**src/rtl/int_alu_pkg.sv**
```systemverilog
// Shared definitions for the sequential integer ALU.
// Holds the opcode encoding, the FSM state encoding and the status-flag
// bundle used by int_alu_seq.
package int_alu_pkg;

  localparam int W = 16;

  typedef enum logic [3:0] {
    OP_PASS_R = 4'h0, OP_PASS_S = 4'h1, OP_ADD   = 4'h2, OP_SUB   = 4'h3,
    OP_AND    = 4'h4, OP_OR     = 4'h5, OP_XOR   = 4'h6, OP_NOT_R = 4'h7,
    OP_INC_R  = 4'h8, OP_DEC_R  = 4'h9, OP_SHL_R = 4'hA, OP_SHR_R = 4'hB,
    OP_ASR_R  = 4'hC, OP_CMP    = 4'hD, OP_MUL   = 4'hE, OP_NOP   = 4'hF
  } op_e;

  typedef enum logic [1:0] {
    S_IDLE = 2'd0, S_EXEC = 2'd1, S_MUL = 2'd2, S_DONE = 2'd3
  } state_e;

  typedef struct packed {
    logic c;
    logic n;
    logic z;
    logic v;
  } flags_t;

  // CMP and NOP leave Y alone and never write the register file.
  function automatic logic writes_y(op_e o);
    return !(o == OP_CMP || o == OP_NOP);
  endfunction

endpackage

```
**src/rtl/mul16_seq.sv**
```systemverilog
// 16x16 unsigned shift-add multiplier, one iteration per cycle.
// Ports: clk, reset (async, active-high), load (captures a/b and starts),
//        a, b (operands), busy (high during the 16 iterations),
//        product (32-bit result, valid once busy falls).
module mul16_seq (
  input  logic        clk,
  input  logic        reset,
  input  logic        load,
  input  logic [15:0] a,
  input  logic [15:0] b,
  output logic        busy,
  output logic [31:0] product
);

  logic [15:0] a_q;
  logic [31:0] prod_q;   // {partial sum, remaining multiplier bits}
  logic [3:0]  cnt_q;
  logic        busy_q;
  logic [16:0] sum_d;

  // Add the multiplicand into the upper half when the current multiplier
  // bit is set; the carry becomes the new MSB on the right shift.
  always_comb begin
    sum_d = {1'b0, prod_q[31:16]} + (prod_q[0] ? {1'b0, a_q} : 17'd0);
  end

  always_ff @(posedge clk or posedge reset) begin
    if (reset) begin
      a_q    <= '0;
      prod_q <= '0;
      cnt_q  <= '0;
      busy_q <= 1'b0;
    end else if (load) begin
      a_q    <= a;
      prod_q <= {16'h0000, b};
      cnt_q  <= '0;
      busy_q <= 1'b1;
    end else if (busy_q) begin
      prod_q <= {sum_d, prod_q[15:1]};
      cnt_q  <= cnt_q + 4'd1;
      if (cnt_q == 4'd15) busy_q <= 1'b0;
    end
  end

  assign busy    = busy_q;
  assign product = prod_q;

endmodule

```
**src/rtl/int_alu_seq.sv**
```systemverilog
// Sequential 16-bit integer ALU with a register-file style interface.
// Ports: clk, reset (async, active-high); start/op/R_in/S_in/W_Adr_in request
//        an operation (sampled in IDLE only); busy, done (1-cycle pulse),
//        Y and W_Adr drive the register-file write port with enable we;
//        C/N/Z/V status flags, held between operations.
module int_alu_seq
  import int_alu_pkg::*;
(
  input  logic        clk,
  input  logic        reset,
  input  logic        start,
  input  logic [3:0]  op,
  input  logic [15:0] R_in,
  input  logic [15:0] S_in,
  input  logic [2:0]  W_Adr_in,
  output logic        busy,
  output logic        done,
  output logic [15:0] Y,
  output logic [2:0]  W_Adr,
  output logic        we,
  output logic        C,
  output logic        N,
  output logic        Z,
  output logic        V
);

  state_e      state_q, state_d;
  op_e         op_q;
  logic [15:0] r_q, s_q, y_q, y_d;
  logic [2:0]  wadr_q;
  flags_t      f_q, f_d;
  logic        accept, update;
  logic        mul_busy;
  logic [31:0] product;

  assign accept = (state_q == S_IDLE) && start;

  mul16_seq u_mul (
    .clk     (clk),
    .reset   (reset),
    .load    (accept && (op == OP_MUL)),
    .a       (R_in),
    .b       (S_in),
    .busy    (mul_busy),
    .product (product)
  );

  // State register
  always_ff @(posedge clk or posedge reset) begin
    if (reset) state_q <= S_IDLE;
    else       state_q <= state_d;
  end

  // Next state. MUL covers the 16 iterations plus the cycle that captures
  // the finished product, so done lands 18 edges after acceptance.
  always_comb begin
    state_d = state_q;
    unique case (state_q)
      S_IDLE: if (start) state_d = (op == OP_MUL) ? S_MUL : S_EXEC;
      S_EXEC: state_d = S_DONE;
      S_MUL:  if (!mul_busy) state_d = S_DONE;
      S_DONE: state_d = S_IDLE;
      default: state_d = S_IDLE;
    endcase
  end

  // Outputs
  always_comb begin
    busy = (state_q != S_IDLE);
    done = (state_q == S_DONE);
    we   = (state_q == S_DONE) && writes_y(op_q);
  end

  // ALU: one shared adder for ADD/SUB/CMP/INC/DEC, all as R + B + cin.
  logic [15:0] add_b, res;
  logic        add_cin, cout, ovf;
  logic [16:0] sum17;

  always_comb begin
    add_b   = s_q;
    add_cin = 1'b0;
    unique case (op_q)
      OP_SUB, OP_CMP: begin add_b = ~s_q;    add_cin = 1'b1; end
      OP_INC_R:       begin add_b = 16'h0000; add_cin = 1'b1; end
      OP_DEC_R:       begin add_b = 16'hFFFE; add_cin = 1'b1; end
      default:        ;
    endcase
    sum17 = {1'b0, r_q} + {1'b0, add_b} + {16'h0000, add_cin};

    res  = sum17[15:0];
    cout = 1'b0;
    ovf  = 1'b0;
    unique case (op_q)
      OP_PASS_R: res = r_q;
      OP_PASS_S: res = s_q;
      OP_ADD, OP_SUB, OP_CMP, OP_INC_R, OP_DEC_R: begin
        cout = sum17[16];
        ovf  = (r_q[15] == add_b[15]) && (sum17[15] != r_q[15]);
      end
      OP_AND:   res = r_q & s_q;
      OP_OR:    res = r_q | s_q;
      OP_XOR:   res = r_q ^ s_q;
      OP_NOT_R: res = ~r_q;
      OP_SHL_R: begin res = {r_q[14:0], 1'b0};    cout = r_q[15]; end
      OP_SHR_R: begin res = {1'b0, r_q[15:1]};    cout = r_q[0];  end
      OP_ASR_R: begin res = {r_q[15], r_q[15:1]}; cout = r_q[0];  end
      OP_MUL: begin
        res  = product[15:0];
        cout = |product[31:16];
        ovf  = |product[31:16];
      end
      default: res = y_q;
    endcase

    update = (state_q == S_EXEC) || ((state_q == S_MUL) && !mul_busy);
    y_d = y_q;
    f_d = f_q;
    if (update && (op_q != OP_NOP)) begin
      f_d = '{c: cout, n: res[15], z: (res == 16'h0000), v: ovf};
      if (writes_y(op_q)) y_d = res;
    end
  end

  always_ff @(posedge clk or posedge reset) begin
    if (reset) begin
      r_q    <= '0;
      s_q    <= '0;
      op_q   <= OP_NOP;
      wadr_q <= '0;
      y_q    <= '0;
      f_q    <= '0;
    end else begin
      if (accept) begin
        r_q    <= R_in;
        s_q    <= S_in;
        op_q   <= op_e'(op);
        wadr_q <= W_Adr_in;
      end
      y_q <= y_d;
      f_q <= f_d;
    end
  end

  assign Y     = y_q;
  assign W_Adr = wadr_q;
  assign C     = f_q.c;
  assign N     = f_q.n;
  assign Z     = f_q.z;
  assign V     = f_q.v;

endmodule

```
**config.mk**
```make
export PLATFORM = sky130hd
export DESIGN_NAME = int_alu_seq
export DESIGN_NICKNAME = d
export VERILOG_FILES = /design/src/rtl/int_alu_pkg.sv /design/src/rtl/mul16_seq.sv /design/src/rtl/int_alu_seq.sv
export SDC_FILE = /design/constraint.sdc
export NUM_CORES = 1
export LEC_CHECK = 0
export BUFFER_PORTS_ARGS = -buffer_cell sky130_fd_sc_hd__buf_2
export CORE_AREA = 2 2 124 126
export DETAILED_ROUTE_END_ITERATION = 6
export DIE_AREA = 0 0 126 128
export MAX_ROUTING_LAYER = met4
export PLACE_DENSITY = 0.79
export SYNTH_ARGS = -nofsm -noshare
export SYNTH_HDL_FRONTEND = slang
export SYNTH_SLANG_ARGS = --single-unit
```
**constraint.sdc**
```tcl
create_clock -name clk -period 4.95 [get_ports clk]
set_input_delay 1.485 -clock clk [delete_from_list [all_inputs] [get_ports clk]]
set_output_delay 1.485 -clock clk [all_outputs]
set_load 0.01 [all_outputs]
```
==> summary.md <==
The tools report the total cell area at the placement stage as 9210 um^2. Kind of start point of the critical path: a flop. Timing would allow up to 227 MHz. The tools report the worst path required time as 5.31 ns. TritonCTS built the clock tree. Synthesis handed over a netlist of 989 instances. Dividing the detail-routed wire length by the instance count gives 20.1 um. The area used by multi-input combinational logic came out at 5410 um^2. The tools report the post-layout net count as 1146.

The time the worst path needs with I/O delays and setup was 4.40 ns; the area of all placed cells without fillers was 9790 um^2. For this design, the sink count on the clock tree is 114. The source-to-sink clock delay at the later pin of the worst-skew pair was 0.43 ns. After routing, the total negative slack on setup checks comes to 0 ns. In this run the cell area of the synthesized design comes to 8780 um^2. The mean cell area of the mapped netlist was 8.87 um^2. STA classifies the critical path endpoint as a flop. The initial utilization of the core area, before any placement, comes to 59.0%.

The final max-slew violation count came out at 0. During placement, the flow inserted port buffers numbering 67. Yosys mapped a number of flops with a built-in enable equal to 0. Headroom to the max-slew limit came out at 13.4%. The layout has 1252 filler cells. The tools report the CTS root buffer as clkbuf_16. Measured along the x axis, the die boundary spans 126 um. The final route contains 7899 vias. The largest incremental delay on the critical path was 1.06 ns; the initial antenna violation count was 1. The detailed-router iteration count before antenna repair was 7. Between clock sinks in the finished design, the worst skew comes to 0.00940 ns. Number of placement rows: 45.

The fraction of final layout cells sized beyond drive strength 1 was 19.7%. The floorplan step defined a die boundary enclosing 16100 um^2. After synthesis, the netlist uses 76 different library cells. The library cells used most frequently in the layout, excluding fill and tap cells, are dfrtp_1, nand2_1, a21oi_1. The logs give 7611 for the number of global-route vias before repair and 0 for the number of gates resized after cts. Yosys printed 0 warnings. The max-capacitance violation count came out at 0.

Routability-driven placement finished with a final weighted congestion of 0.987. Of all flip-flops after synthesis, the portion carrying an async set or reset was 100%. Most repeated library cell on the critical path: a21oi_1. The post-route clock period utilization was 88.9%. Setup repair after global routing left no endpoint under its margin. The maximum clock path buffer count is 2, and the global-route wire length before repair is 39.8 mm.

The per-cell via count in the routed design came out at 6.41. Clock transition time at the flip-flop clock pins of the worst setup and hold paths: 0.06 ns. Number of synthesized register bits: 114.

The logs give 0 for the number of nets with antenna violations after routing and 4.76 ns for the arrival time reported for the critical path endpoint. The number of setup violations in the final report came out at 0. Entering global routing, the biggest net connects 65 pins.

Wires add up to 24.8 mm. CTS built an H-tree with a depth of 4. Largest fanout on the critical path: 29. After synthesis, flip-flops and latches occupy 32.6% of the total area. When the netlist entered floorplanning its net count stood at 1105. The most frequent standard cell in the layout excluding fill and tap cells is dfrtp_1.

At the pin with the least slew margin, the transition time is 1.29 ns. Walking the worst path, the cells encountered are buf_4 > nor3_2 > a21oi_1 > o22ai_1 > a21oi_1 > fa_1 > a211o_1 > a31o_2 > nand4_1 > a21oi_1 > or3_1 > a31oi_1 > o21ai_0 > o21ai_1. The height of the die was 128 um; the global route total overflow was 0. In the final layout, flip-flops and latches occupy 2860 um^2.

The path category of the worst min-delay check is reg2reg. For this run, the leading register cell type out of synthesis is dfrtp_1. For the number of hold-slack violations in the final timing report, the log shows 0. In this run, the number of DRC markers left after iteration 0 of detailed routing was 800.

From synthesis to final layout, the design area changed by 11.5%. The final reports fail on design-rule violations. The core region is 14900 um^2. The count of buffers added by post-CTS timing repair for setup is 0, and the post-DP HPWL is 18.0 mm. After detailed routing, the number of remaining DRC violations is 9.

The critical path in this run is classified as reg2reg. The number of hold buffers added after CTS was 0. Clock tree synthesis inserted a total of 17 buffers. The I/O pin count came out at 68.

Among all stages on the critical path, the largest delay is contributed by nor3_2. The total global routing track utilization was 32.1%. The run finished, with violations left.
final timing paths:
path / startpoint / to / slack, ns / cells past startpoint
setup reg to reg: op_q[1]$_DFFE_PP1P_ / Z$_DFFE_PP0P_ / 0.55 / 14
setup / recovery: op_q[1]$_DFFE_PP1P_ / Z$_DFFE_PP0P_ / 0.55 / 14
max in group asynchronous: reset / op_q[3]$_DFFE_PP1P_ / 2.84 / 3
hold / removal: Y[0]$_DFFE_PP0P_ / Y[0]$_DFFE_PP0P_ / 0.47 / 2
min in group asynchronous: reset / state_q[1]$_DFFE_PP0P_ / 1.21 / 2
hold reg to reg: Y[0]$_DFFE_PP0P_ / Y[0]$_DFFE_PP0P_ / 0.47 / 2
critical path, delay by kind of cell (launching register included):
| kind | cells | cell delay [ns] |
|---|---|---|
| adders and majority gates | 1 | 0.47 |
| DFF | 1 | 0.38 |
| and+or+nand+nor | 3 | 1.62 |
| AOI/OAI and AO/OA | 9 | 1.63 |
| buffers and inverters | 1 | 0.23 |
metrics by stage:
step / std cells / hold WS [ns] / utilization (%) / setup slack, ns
global placement: 1199 / 0.458 / 62.0 / 0.733
CTS: 1231 / 0.478 / 65.8 / 0.702
finish: 1232 / 0.468 / 65.8 / 0.552
detailed placement: 1199 / 0.466 / 62.0 / 0.712
global route: 1232 / 0.513 / 65.8 / 0.287
floorplan: 989 / 0.473 / - / 0.456
sequential cells by signal (all words and copies together), names as in the netlist:
name	flops
C	1
N	1
V	1
W_Adr	3
Y	16
Z	1
op_q	4
r_q	16
s_q	16
state_q	2
u_mul.a_q	16
u_mul.busy	1
u_mul.cnt_q	4
u_mul.product	32
Yosys cell counts (8+ instances only):
cell type / count / area [um^2]
ha_1: 71 / 888
nand2_1: 81 / 304
o22ai_1: 24 / 150
a211oi_1: 10 / 75.1
nor2b_1: 10 / 62.6
inv_1: 58 / 218
o211ai_1: 9 / 67.6
a21oi_1: 80 / 400
nor3_1: 14 / 70.1
xor2_1: 11 / 96.3
a31oi_1: 16 / 100
buf_1: 8 / 30.0
xnor2_1: 10 / 87.6
o21ai_0: 62 / 310
and3_1: 16 / 100
mux2i_1: 32 / 320
clkbuf_1: 37 / 139
mux2_2: 63 / 709
buf_2: 14 / 70.1
and2_1: 21 / 131
nand3_1: 20 / 100
nor2_1: 61 / 229
dfrtp_1: 110 / 2750
a22oi_1: 8 / 60.1
layer usage:
| metal | track usage, % | routed length (um) | part of all wire, % |
|---|---|---|---|
| met1 | 41.2 | 10700 | 43 |
| met2 | 49.3 | 11200 | 45 |
| met3 | 7.18 | 2220 | 8.9 |
| met4 | 13.7 | 714 | 2.9 |
| met5 | - | 0 | 0 |
logic make-up after synthesis:
family	Yosys count	share of synthesized area, %
compound gates	290	21.2
xor+xnor	21	2.10
fa+ha+maj	74	10.8
buf+inv	124	6.02
flops	114	32.6
mux	96	12.0
simple gates	270	15.3
layout make-up:
type | instances | share of cell area [%]
clock inverter | 13 | 1.41
tap | 188 | 2.40
inverter | 58 | 2.25
multi-input combinational | 751 | 55.2
timing repair buffer | 88 | 5.04
sequential | 114 | 29.2
antenna | 1 | 0.0256
clock buffer | 19 | 4.42
Power is left out: the tool's default activity adds up to more than one toggle a clock period on the data nets, which glitch-free logic cannot reach.
